File: src/rtl/ripple_count_ctrl.sv
// ripple_count_ctrl: sequencer for an external T flip-flop ripple counter.
// It clears the counter and then issues single count pulses. After each
// pulse it waits a settle window so the ripple can propagate, then samples
// the counter. It stops when the sample equals the captured target.
//
// Optional feature: `define RIPPLE_CTRL_CHECK_EN adds a shadow count. A
// sample that disagrees with the shadow count sets the sticky err flag and
// aborts the run.
//
// Parameters:
//   WIDTH      - width of the ripple counter, target and count_out
//   SETTLE_CYC - clk cycles waited after each pulse before sampling (1..255)
//
// Ports:
//   clk        - system clock, rising edge
//   reset_n    - asynchronous active-low reset
//   start      - level request to begin a run (sampled only when idle)
//   stop       - abort request, honoured in CLEAR/PULSE/SETTLE/CHECK
//   target     - requested final count, captured when start is accepted
//   cnt_q      - parallel outputs of the ripple counter
//   cnt_tick   - count pulse to the counter's first-stage clock
//   cnt_clr_n  - active-low clear to the counter
//   busy       - high in every state except IDLE
//   done       - one-cycle pulse when the target is reached
//   count_out  - last sampled counter value
//   err        - sticky shadow-count mismatch (0 unless CHECK_EN is defined)
module ripple_count_ctrl #(
    parameter int unsigned WIDTH      = 4,
    parameter int unsigned SETTLE_CYC = 3
) (
    input  logic             clk,
    input  logic             reset_n,
    input  logic             start,
    input  logic             stop,
    input  logic [WIDTH-1:0] target,
    input  logic [WIDTH-1:0] cnt_q,
    output logic             cnt_tick,
    output logic             cnt_clr_n,
    output logic             busy,
    output logic             done,
    output logic [WIDTH-1:0] count_out,
    output logic             err
);

    localparam int unsigned SW = 8;

    typedef enum logic [2:0] {
        ST_IDLE   = 3'd0,
        ST_CLEAR  = 3'd1,
        ST_PULSE  = 3'd2,
        ST_SETTLE = 3'd3,
        ST_CHECK  = 3'd4,
        ST_DONE   = 3'd5
    } state_t;

    state_t           r_state;
    state_t           w_state_nxt;
    logic [SW-1:0]    r_settle;
    logic [SW-1:0]    w_settle_nxt;
    logic [WIDTH-1:0] r_target;
    logic [WIDTH-1:0] w_target_nxt;
    logic [WIDTH-1:0] r_count;
    logic [WIDTH-1:0] w_count_nxt;
    logic             r_tick;
    logic             r_clr_n;
    logic             r_busy;
    logic             r_done;
    logic             w_abortable;

`ifdef RIPPLE_CTRL_CHECK_EN
    logic [WIDTH-1:0] r_shadow;
    logic [WIDTH-1:0] w_shadow_nxt;
    logic             r_err;
    logic             w_err_nxt;
`endif

    // Next-state and next-register logic
    always_comb begin
        w_state_nxt  = r_state;
        w_settle_nxt = r_settle;
        w_target_nxt = r_target;
        w_count_nxt  = r_count;
`ifdef RIPPLE_CTRL_CHECK_EN
        w_shadow_nxt = r_shadow;
        w_err_nxt    = r_err;
`endif
        w_abortable  = (r_state == ST_CLEAR) || (r_state == ST_PULSE) ||
                       (r_state == ST_SETTLE) || (r_state == ST_CHECK);

        // stop outranks every other transition, including the CHECK sample
        if (w_abortable && stop) begin
            w_state_nxt = ST_IDLE;
        end else begin
            case (r_state)
                ST_IDLE: begin
                    if (start) begin
`ifdef RIPPLE_CTRL_CHECK_EN
                        w_err_nxt = 1'b0;
`endif
                        if (target != '0) begin
                            w_target_nxt = target;
                            w_state_nxt  = ST_CLEAR;
                        end else begin
                            w_count_nxt = '0;
                            w_state_nxt = ST_DONE;
                        end
                    end
                end
                ST_CLEAR: begin
`ifdef RIPPLE_CTRL_CHECK_EN
                    w_shadow_nxt = '0;
`endif
                    w_state_nxt = ST_PULSE;
                end
                ST_PULSE: begin
                    w_settle_nxt = SW'(SETTLE_CYC - 1);
`ifdef RIPPLE_CTRL_CHECK_EN
                    w_shadow_nxt = r_shadow + WIDTH'(1);
`endif
                    w_state_nxt = ST_SETTLE;
                end
                ST_SETTLE: begin
                    if (r_settle == '0) begin
                        w_state_nxt = ST_CHECK;
                    end else begin
                        w_settle_nxt = r_settle - SW'(1);
                    end
                end
                ST_CHECK: begin
                    w_count_nxt = cnt_q;
`ifdef RIPPLE_CTRL_CHECK_EN
                    if (cnt_q != r_shadow) begin
                        w_err_nxt   = 1'b1;
                        w_state_nxt = ST_IDLE;
                    end else
`endif
                    if (cnt_q == r_target) begin
                        w_state_nxt = ST_DONE;
                    end else begin
                        w_state_nxt = ST_PULSE;
                    end
                end
                ST_DONE: begin
                    w_state_nxt = ST_IDLE;
                end
                default: begin
                    w_state_nxt = ST_IDLE;
                end
            endcase
        end
    end

    // State register; outputs are decoded from the next state so they align
    // with the state they describe
    always_ff @(posedge clk or negedge reset_n) begin
        if (!reset_n) begin
            r_state  <= ST_IDLE;
            r_settle <= '0;
            r_target <= '0;
            r_count  <= '0;
            r_tick   <= 1'b0;
            r_clr_n  <= 1'b0;
            r_busy   <= 1'b0;
            r_done   <= 1'b0;
        end else begin
            r_state  <= w_state_nxt;
            r_settle <= w_settle_nxt;
            r_target <= w_target_nxt;
            r_count  <= w_count_nxt;
            r_tick   <= (w_state_nxt == ST_PULSE);
            r_clr_n  <= (w_state_nxt != ST_CLEAR);
            r_busy   <= (w_state_nxt != ST_IDLE);
            r_done   <= (w_state_nxt == ST_DONE);
        end
    end

`ifdef RIPPLE_CTRL_CHECK_EN
    // Shadow count and sticky error flag
    always_ff @(posedge clk or negedge reset_n) begin
        if (!reset_n) begin
            r_shadow <= '0;
            r_err    <= 1'b0;
        end else begin
            r_shadow <= w_shadow_nxt;
            r_err    <= w_err_nxt;
        end
    end

    assign err = r_err;
`else
    assign err = 1'b0;
`endif

    assign cnt_tick  = r_tick;
    assign cnt_clr_n = r_clr_n;
    assign busy      = r_busy;
    assign done      = r_done;
    assign count_out = r_count;

endmodule

File: config.mk
export PLATFORM = sky130hd
export DESIGN_NAME = ripple_count_ctrl
export DESIGN_NICKNAME = d
export VERILOG_FILES = /design/src/rtl/ripple_count_ctrl.sv
export SDC_FILE = /design/constraint.sdc
export NUM_CORES = 1
export LEC_CHECK = 0
export BUFFER_PORTS_ARGS = -buffer_cell sky130_fd_sc_hd__buf_2
export CAP_MARGIN = 5
export CORE_UTILIZATION = 42
export CTS_BUF_LIST = sky130_fd_sc_hd__clkbuf_4 sky130_fd_sc_hd__clkbuf_8 sky130_fd_sc_hd__clkbuf_16
export CTS_CLUSTER_DIAMETER = 50
export DETAILED_ROUTE_END_ITERATION = 12
export PLACE_DENSITY = 0.61
export REMOVE_ABC_BUFFERS = 1
export SLEW_MARGIN = 20
export SYNTH_ARGS = -nofsm -noshare
export SYNTH_HDL_FRONTEND = slang
export SYNTH_SLANG_ARGS = --single-unit
File: constraint.sdc
create_clock -name clk -period 2.22 [get_ports clk]
set_clock_uncertainty 0.15 [all_clocks]
set_input_delay 0.555 -clock clk [delete_from_list [all_inputs] [get_ports clk]]
set_output_delay 0.555 -clock clk [all_outputs]
set_load 0.01 [all_outputs]
==> results by group, run 1 <==
Synthesis
  – Most numerous cell types in the synthesized netlist: dfrtp_1, nor2_1, o21ai_0
  – Async set-reset flop share out of synthesis: 1.00
  – Yosys cell types: 40
  – Largest area contributor in the netlist: dfrtp_1
  – Instance count of the mapped netlist: 112
  – Total standard cell area after synthesis: 1240 um^2
  – Yosys Warn Count: 0
  – Mean cell area of the mapped netlist: 11.0 um^2
  – Post-synth top area share: 0.466
  – Most numerous cell in the Yosys netlist: dfrtp_1
  – Post-synth EDFFs: 0
  – Synth Flop Type: dfrtp_1
  – Top cells by area, synth: dfrtp_1, a22o_1, xnor2_1
  – FF+latch count, synth: 23
  – Sequential element share of the synthesized area: 0.466

Route
  – Via Count: 908
  – Routed len/inst: 14.4 um
  – Detail Route Antenna Nets: 0
  – Count of TritonRoute iterations in the first routing pass: 4
  – Total DRC errors in the routed layout: 0
  – First DRT Iteration DRCs: 34
  – Vias per inst: 5.54
  – Routed wire length: 2370 um

Power
  – Pwr per Cell Area: 1140 nW/um^2
  – Combinational Power Share: 0.414
  – Net switching power: 0.607 mW
  – Largest vdd supply drop: 0.733 mV
  – Total leakage power: 0.586 nW
  – P_int: 0.976 mW
  – Sequential group share of total power: 0.457
  – Clock network power share: 0.129
  – Switching power share of the total: 0.384

Flow run
  – Number of max-cap violations: 0

Floorplanning
  – Die Area: 3160 um^2
  – I/O pin cnt: 21
  – Initial core utilization: 0.444
  – Die width: 56.3 um
  – Die height: 56.3 um
  – Cell Rows: 19
  – Core Box Area: 2780 um^2

Setup path
  – Required time of the critical path: 2.30 ns
  – Crit-path slowest cell: or4b_1
  – Crit-path max cell delay: 0.49 ns
  – Cell chain of the critical path: inv_1 -> ha_2 -> or4b_1 -> o21ai_2 -> o21ai_0 -> a22o_2
  – Endpoint class of the critical path: register
  – Kind of cell adding the most delay to the critical path: compound AO/OA/AOI/OAI gates
  – Buf+Inv Stages, Crit Path: 1
  – Crit start category: register
  – Type of the worst setup path: reg2reg
  – Highest net fanout along the worst path: 7
  – Data arrival at the endpoint of the critical path: 2.15 ns

CTS
  – Hold_buf cts: 0
  – H-Tree Depth: 1
  – CTS tree: yes
  – Buffers inserted by post-CTS timing repair: 0
  – CTS clk-pin slew, worst paths: 0.14 ns
  – Longest Clk Path Bufs: 2
  – Total CTS buffers: 3
  – Latest clock arrival within the worst-skew pair: 0.32 ns
  – Clock root buffer: clkbuf_4
  – Sink count of the clock tree: 23

Timing
  – Portion of the clock cycle consumed by the worst path in the final layout: 0.935
  – Worst-margin pin slew: 0.515 ns
  – Maximum clock frequency: 0.482 GHz
  – Final-report setup violation count: 0
  – Final hold violation count: 0
  – Final-report max-slew violation count: 0
  – Final min period: 2.07 ns
  – Post-route worst setup slack: 0.145 ns
  – Aggregate negative setup slack: 0 ns
  – Unrepaired setup endpoints after global routing: no
  – Relative slew slack: 0.657
  – Hold slack: 0.0299 ns

Placement
  – # port buffers: 19
  – HPWL Detailed: 1730 um
  – Post-Place Worst Slack: 0.0644 ns
  – Routability Congestion: 0.817
  – Instance area at placement: 1350 um^2

Hold path
  – Worst hold path class: in2async

Finish
  – Ratio of cells with drive above 1 in the final layout: 0.316
  – Number of antenna repair diodes: 0
  – Net total in the final layout: 147
  – Count of fill cells added during filler insertion: 261
  – Post-route cell area: 1380 um^2
  – Area growth, synth to finish: 11.9%
  – Core utilization of the finished layout: 0.498

Global route
  – Global-route wire length before repair: 4070 um
  – Overflow after GRT: 0
  – Overall fraction of global-route tracks in use: 0.167
  – Via count of the first global-routing pass: 908
  – Pin count of the biggest net entering global routing: 24
  – Initial antenna violation count: 0

Status
  – Run status: completed
state kept, by name, summed over array words and instances, names as in the netlist:
signal,cells
busy,1
cnt_clr_n,1
cnt_tick,1
count_out,4
done,1
r_settle,8
r_state,3
r_target,4
layer usage:
| metal | track usage | part of all wire | vias up |
|---|---|---|---|
| li1 | - | - | 453 |
| met1 | 0.216 | 0.50 | 434 |
| met2 | 0.265 | 0.46 | 17 |
| met3 | 0.0230 | 0.025 | 4 |
| met4 | 0.0976 | 0.017 | 0 |
| met5 | 0 | 0 | - |
layout make-up:
| class | instances | area, um^2 | share of cell area |
|---|---|---|---|
| clock inverter | 1 | 5.00 | 0.00362 |
| clock buffer | 3 | 22.5 | 0.0163 |
| tap | 31 | 38.8 | 0.0280 |
| multi-input combinational | 82 | 621 | 0.448 |
| inverter | 3 | 11.3 | 0.00814 |
| timing repair buffer | 21 | 110 | 0.0796 |
| sequential | 23 | 576 | 0.416 |
stage by stage:
step / total power [mW] / std cells
6_report: 1.58 / 164
5_1_grt: 1.70 / 164
4_1_cts: 1.59 / 164
3_5_place_dp: 1.39 / 160
3_3_place_gp: 1.38 / 160
2_1_floorplan: 1.19 / 108
kinds of logic after synthesis:
logic type / after synthesis / share of synthesized area
adders and majority gates: 1 / 0.0101
DFF: 23 / 0.466
and+or+nand+nor: 38 / 0.191
other: 1 / 0.00303
xor gates and xnor gates: 6 / 0.0425
AOI/OAI and AO/OA: 32 / 0.214
muxes: 4 / 0.0364
buffers and inverters: 7 / 0.0374
worst register-to-register path: stages (launching register included):
cell	delay, ns
dfrtp_1	0.45
inv_1	0.10
ha_2	0.25
or4b_1	0.49
o21ai_2	0.22
o21ai_0	0.12
a22o_2	0.21
what timing repair did:
action / in CTS / in global routing
gates resized for setup: 0 / 2
hold endpoints to repair: 0 / 0
endpoints found under the setup margin: 0 / 4
cells in the final DEF (no fill, tap or decap), types with 2 or more instances in the layout:
cell,n
dfrtp_1,23
buf_2,19
nor2_1,8
o21ai_0,8
xnor2_1,6
a22o_1,6
nand2_1,5
nand2b_1,5
a22o_2,4
mux2_2,4
inv_1,3
nand3_1,3
clkbuf_4,3
nor2b_1,2
nand4_1,2
nor3_1,2
or2_2,2
o22ai_1,2
o21a_1,2
or4_1,2
buf_4,2
power groups by stage:
stage          Combinational, mW  Sequential, mW  Clock (mW)
6_report                   0.655           0.724       0.204
5_1_grt                    0.728           0.747       0.225
4_1_cts                    0.656           0.723       0.214
3_5_place_dp               0.655           0.733           0
3_3_place_gp               0.649           0.730           0
2_1_floorplan              0.447           0.744           0
worst paths after layout:
check,startpoint,to,slack [ns],cells after the start
min,reset_n,done,0.03,1
min reg2reg,count_out[2],count_out[2],0.36,1
max reg2reg,r_settle[0],r_settle[2],0.15,6
max in group asynchronous,reset_n,r_target[0],1.54,1
max,r_settle[0],r_settle[2],0.15,6
min in group clk,target[1],r_target[1],0.32,2
No activity file was read; power rests on OpenSTA's default activity.
==> run 2, diff against run 1 <==
ABC_AREA = 1   (was unset)
==> results by group, run 2 <==
Status
  – Run status: completed

Route
  – Routed len/inst: 10.6 um (-27%)
  – First DRT Iteration DRCs: 41 (+21%)
  – Vias per inst: 4.84 (-13%)
  – Total DRC errors in the routed layout: 0 (unchanged)
  – Detail Route Antenna Nets: 0 (unchanged)
  – Count of TritonRoute iterations in the first routing pass: 4 (unchanged)
  – Routed wire length: 2210 um (-6.8%)
  – Via Count: 1,012 (+11%)

CTS
  – H-Tree Depth: 1 (unchanged)
  – CTS clk-pin slew, worst paths: 0.13 ns (about the same)
  – Latest clock arrival within the worst-skew pair: 0.31 ns (about the same)
  – Buffers inserted by post-CTS timing repair: 0 (unchanged)
  – Longest Clk Path Bufs: 2 (unchanged)
  – Sink count of the clock tree: 23 (unchanged)
  – Gates resized, CTS repair: 0 (unchanged)
  – Clock root buffer: clkbuf_4
  – Total CTS buffers: 3 (unchanged)
  – Hold_buf cts: 0 (unchanged)
  – CTS tree: yes

Setup path
  – Cell count of the worst reg-to-reg path: 9 (+3)
  – Highest net fanout along the worst path: 4 (-3)
  – Endpoint class of the critical path: register
  – Required time of the critical path: 2.28 ns (-0.02 ns)
  – Crit-path max cell delay: 0.40 ns (-0.09 ns)
  – Start point of the critical path: r_settle[0]
  – Crit-path slowest cell: dfrtp_1
  – Crit Reg-Reg Startpoint: r_settle[0]
  – Cell chain of the critical path: inv_1 -> ha_1 -> nand3_2 -> nor2_4 -> nand2_1 -> nand2_1 -> nand3_1 -> nand2_2 -> nand3_1
  – Type of the worst setup path: reg2reg
  – Crit start category: register
  – Data arrival at the endpoint of the critical path: 1.76 ns (-0.39 ns)

Finish
  – Area growth, synth to finish: 12.4%
  – Most frequent standard cell in the layout excluding fill and tap cells: nand2_1
  – Flip-flop count of the largest register, all copies and words added: 8 (unchanged)
  – Cell Count, Final, Fillers Out: 209 (+27%)
  – Core utilization of the finished layout: 0.501 (+0.00360)
  – Net total in the final layout: 192 (+31%)
  – Ratio of cells with drive above 1 in the final layout: 0.258 (-0.0574)
  – Count of fill cells added during filler insertion: 261 (unchanged)
  – Post-route cell area: 1390 um^2 (+0.72%)
  – Commonest non-fill, non-tap cells in the layout: nand2_1, inv_1, dfrtp_1
  – Number of antenna repair diodes: 0 (unchanged)
  – Largest register by flop count: r_settle

Timing
  – Aggregate negative setup slack: 0 ns (unchanged)
  – Final min period: 1.70 ns (-0.378 ns)
  – Final-report max-slew violation count: 0 (unchanged)
  – Worst-margin pin slew: 0.512 ns (-0.00342 ns)
  – Final-report setup violation count: 0 (unchanged)
  – Final hold violation count: 0 (unchanged)
  – Unrepaired setup endpoints after global routing: no
  – Hold slack: 0.0440 ns (+0.0140 ns)
  – Portion of the clock cycle consumed by the worst path in the final layout: 0.764 (-0.170)
  – Relative slew slack: 0.659 (+0.00228)
  – Maximum clock frequency: 0.589 GHz (+22%)

Synthesis
  – Largest area contributor in the netlist: dfrtp_1
  – FF+latch count, synth: 23 (unchanged)
  – Most numerous cell in the Yosys netlist: nand2_1
  – Most numerous cell types in the synthesized netlist: nand2_1, dfrtp_1, inv_1
  – Async set-reset flop share out of synthesis: 1.00 (unchanged)
  – Post-synth top area share: 0.464 (-0.00141)
  – Instance count of the mapped netlist: 156 (+39%)
  – Top cells by area, synth: dfrtp_1, nand2_1, inv_1
  – Synth Flop Type: dfrtp_1
  – Sequential element share of the synthesized area: 0.464 (-0.00141)
  – Mean cell area of the mapped netlist: 7.95 um^2 (-28%)
  – Total standard cell area after synthesis: 1240 um^2 (+0.30%)
  – Yosys Warn Count: 0 (unchanged)
  – Post-synth EDFFs: 0 (unchanged)
  – Yosys cell types: 26 (-35%)

Placement
  – HPWL Detailed: 1780 um (+3.0%)
  – Instance area at placement: 1370 um^2 (+1.2%)
  – # port buffers: 19 (unchanged)
  – Routability Congestion: 0.828 (+1.3%)
  – Total placed cells including tap cells: 205 (+28%)

Hold path
  – Worst hold path class: in2async

Flow run
  – Number of max-cap violations: 0 (unchanged)

Power
  – Total leakage power: 0.734 nW (+25%)
  – Largest vdd supply drop: 0.604 mV (-18%)
  – Pwr per Cell Area: 1100 nW/um^2 (-3.4%)

Global route
  – Initial antenna violation count: 0 (unchanged)
  – Global-route wire length before repair: 3940 um (-3.2%)
  – Pin count of the biggest net entering global routing: 24 (unchanged)
  – Via count of the first global-routing pass: 966 (+6.4%)
  – Overall fraction of global-route tracks in use: 0.156 (-0.0109)
  – Overflow after GRT: 0 (unchanged)

Floorplanning
  – Die width: 56.3 um (+0.15%)
  – Core Box Area: 2780 um^2 (unchanged)
  – Initial core utilization: 0.446 (+0.00135)
  – Die height: 56.3 um (+0.15%)
  – I/O pin cnt: 21 (unchanged)
  – Die Area: 3170 um^2 (+0.30%)
  – Cell Rows: 19 (unchanged)
-- run 2: changes by cell type in the layout (fill, tap and decap cells not counted), sizes merged, moves of 6 or more --
cell and change:
xnor2 -6, a22o -10, inv +24, nand3 +9, nor2 +14, nand2 +36
-- run 2: per-stage QoR --
step,setup slack (ns),power [mW]
6_report,0.523,1.54
4_1_cts,0.515,1.56
3_3_place_gp,0.552,1.35
5_1_grt,0.370,1.68
2_1_floorplan,0.675,1.20
3_5_place_dp,0.530,1.37
-- run 2: path summary, 6_finish.rpt --
path	slack (ns)	endpoint
min	0.04	r_state[0]
max reg2reg	0.52	busy
max in group asynchronous	1.53	r_settle[6]
min in group clk	0.34	count_out[2]
min reg2reg	0.37	count_out[2]
max	0.52	busy
-- run 2: power by group --
group	total [mW]	switching [mW]	internal [mW]
clock	0.193	0.125	0.0673
combinational	0.709	0.462	0.247
sequential	0.638	0.0810	0.557
-- run 2: cells by family after synthesis --
group / synth area share
buffers and inverters: 0.0898
AND/OR/NAND/NOR: 0.359
other: 0.00302
adder cells (fa/ha/maj): 0.0101
AO/OA/AOI/OAI: 0.0737
flip-flops: 0.464
-- run 2: layout make-up --
class / instances / area (um^2) / share of cell area
Multi-Input combinational cell: 105 / 553 / 0.397
Timing Repair Buffer: 19 / 95.1 / 0.0682
Tap cell: 31 / 38.8 / 0.0278
Clock inverter: 1 / 5.00 / 0.00359
Clock buffer: 3 / 22.5 / 0.0162
Sequential cell: 23 / 576 / 0.413
Inverter: 27 / 104 / 0.0745
-- run 2: layer usage --
metal / vias to the layer above / routed length [um] / GRT usage
li1: 532 / - / -
met5: - / 0 / 0
met3: 6 / 102 / 0.0207
met1: 452 / 1040 / 0.195
met2: 22 / 1020 / 0.270
met4: 0 / 41 / 0.0627
-- run 2: critical path, delay by kind of cell (launching register included) --
family	cells	cell delay, ns
DFF	1	0.40
and+or+nand+nor	7	0.77
adders and majority gates	1	0.19
buffers and inverters	1	0.10
==> run 3, diff against run 2 <==
ABC_AREA = 0   (was 1)
clock period = 1.7 ns   (was 2.22 ns; I/O delays follow)
==> results by group, run 3 (same netlist as run 1, synthesis figures left out) <==
Route
  – Via Count: 1,031 (+1.9%)
  – Routed wire length: 2660 um (+20%)
  – Total DRC errors in the routed layout: 0 (unchanged)
  – Detail Route Antenna Nets: 0 (unchanged)
  – First DRT Iteration DRCs: 33 (-20%)
  – Routed len/inst: 14.1 um (+33%)
  – Count of TritonRoute iterations in the first routing pass: 4 (unchanged)
  – Vias per inst: 5.46 (+13%)

Global route
  – Overflow after GRT: 0 (unchanged)
  – Global-route wire length before repair: 4790 um (+22%)
  – Overall fraction of global-route tracks in use: 0.191 (+0.0354)
  – Routing usage on met3: 0.0207 (unchanged)
  – Via count of the first global-routing pass: 1,078 (+12%)
  – Initial antenna violation count: 0 (unchanged)
  – Pin count of the biggest net entering global routing: 24 (unchanged)
  – Met1 demand-to-capacity share in global routing: 0.251 (+0.0563)
  – Met2 Resource Use GR: 0.320 (+0.0493)
  – Layer with the highest usage: met2

CTS
  – Longest Clk Path Bufs: 2 (unchanged)
  – CTS tree: yes
  – CTS clk-pin slew, worst paths: 0.13 ns (about the same)
  – Latest clock arrival within the worst-skew pair: 0.31 ns (about the same)
  – Total CTS buffers: 3 (unchanged)
  – Clock root buffer: clkbuf_4
  – Sink count of the clock tree: 23 (unchanged)
  – H-Tree Depth: 1 (unchanged)

Finish
  – Number of antenna repair diodes: 0 (unchanged)
  – Commonest non-fill, non-tap cells in the layout: buf_4, dfrtp_1, buf_2
  – Largest register by flop count: r_settle
  – Most frequent standard cell in the layout excluding fill and tap cells: buf_4
  – Flip-flop count of the largest register, all copies and words added: 8 (unchanged)
  – Area growth, synth to finish: 32.8%
  – Net total in the final layout: 172 (-10%)
  – Ratio of cells with drive above 1 in the final layout: 0.468 (+0.210)

Placement
  – Routability Congestion: 0.775 (-6.3%)
  – Post-Place Worst Slack: -0.248 ns (-0.779 ns)
  – HPWL Detailed: 1920 um (+8.0%)
  – # port buffers: 19 (unchanged)

Floorplanning
  – Die Area: 3160 um^2 (-0.30%)
  – Die width: 56.3 um (-0.15%)
  – Core Box Area: 2780 um^2 (unchanged)
  – Initial core utilization: 0.444 (-0.00135)
  – Die height: 56.3 um (-0.15%)
  – Cell Rows: 19 (unchanged)
  – I/O pin cnt: 21 (unchanged)

Timing
  – Portion of the clock cycle consumed by the worst path in the final layout: 1.11 (+0.341)
  – Maximum clock frequency: 0.532 GHz (-9.7%)
  – Final hold violation count: 0 (unchanged)
  – Post-route worst setup slack: -0.179 ns (-0.702 ns)
  – Unrepaired setup endpoints after global routing: yes
  – Final min period: 1.88 ns (+0.182 ns)
  – Final-report setup violation count: 7 (+7)
  – Worst-margin pin slew: 0.486 ns (-0.0253 ns)
  – Relative slew slack: 0.672 (+0.0135)
  – Final-report max-slew violation count: 0 (unchanged)

Setup path
  – Required time of the critical path: 1.76 ns (-0.52 ns)
  – Data arrival at the endpoint of the critical path: 1.94 ns (+0.18 ns)
  – Cell count of the worst reg-to-reg path: 6 (-3)
  – Endpoint class of the critical path: register
  – Crit Reg-Reg Startpoint: r_settle[1]
  – Type of the worst setup path: reg2reg
  – Highest net fanout along the worst path: 4 (unchanged)
  – Start point of the critical path: r_settle[1]
  – Crit start category: register

Power
  – Pwr per Cell Area: 1510 nW/um^2 (+37%)
  – Total leakage power: 0.719 nW (-2.0%)
  – Final total power: 2.48 mW (+61%)
  – Largest vdd supply drop: 0.998 mV (+65%)

Hold path
  – Worst hold path class: in2reg
  – Startpoint of the lowest-slack hold path: target[2]
  – Worst hold path cell count: 2

Status
  – Violations in the final reports: negative setup slack
  – Run status: finished with violations

Flow run
  – Number of max-cap violations: 0 (unchanged)
## run 3: changes by cell type in the layout (fill, tap and decap cells not counted), moves of 9 or more
cell	previous run	this run
buf_4	0	24
inv_1	23	1
nand2_1	34	5
nor2_1	17	8
## run 3: final timing paths
kind / endpoint / slack, ns
max: r_settle[0] / -0.18
min: r_target[2] / 0.19
max reg2reg: r_settle[0] / -0.18
min reg2reg: count_out[0] / 0.36
max in group asynchronous: r_target[3] / 0.62
min in group asynchronous: done / 0.44
## run 3: routing by layer
metal	routed length [um]	share of wire
met5	0	0
met1	1240	0.47
met3	69	0.026
met4	34	0.013
met2	1310	0.49
## run 3: worst max-delay path, cell delays in order (launching register included)
cell     delay, ns
dfrtp_1       0.41
inv_2         0.08
ha_4          0.15
or4b_4        0.50
o21ai_4       0.19
o21ai_1       0.09
a22o_2        0.21
## run 3: what timing repair did
action,4_1_cts,5_1_grt
setup buffers,4,0
gates resized for setup,16,2
hold buffers,1,0
setup endpoints to repair,11,11
hold endpoints to repair,23,0
pin swaps,14,6
## run 3: power breakdown
part / internal (mW) / switching (mW)
combinational: 0.721 / 0.626
sequential: 0.751 / 0.130
clock: 0.0878 / 0.169
## run 3: cell type report
type | instances | area, um^2
Clock buffer | 3 | 22.5
Clock inverter | 1 | 5.00
Fill cell | 250 | 1140
Inverter | 3 | 11.3
Multi-Input combinational cell | 82 | 681
Sequential cell | 23 | 576
Tap cell | 31 | 38.8
Timing Repair Buffer | 46 | 308
## run 3: per-stage QoR
stage / util / cell area [um^2] / hold WS (ns) / cells / setup TNS, ns
finish: 0.590 / 1640 / 0.195 / 189 / -0.792
global placement: 0.539 / 1500 / 0.272 / 180 / -3.31
floorplan: - / 1200 / -0.0206 / 108 / -1.10
CTS: 0.587 / 1630 / 0.184 / 189 / -0.766
detailed placement: 0.539 / 1500 / 0.280 / 180 / -3.93
global route: 0.590 / 1640 / 0.189 / 189 / -1.37
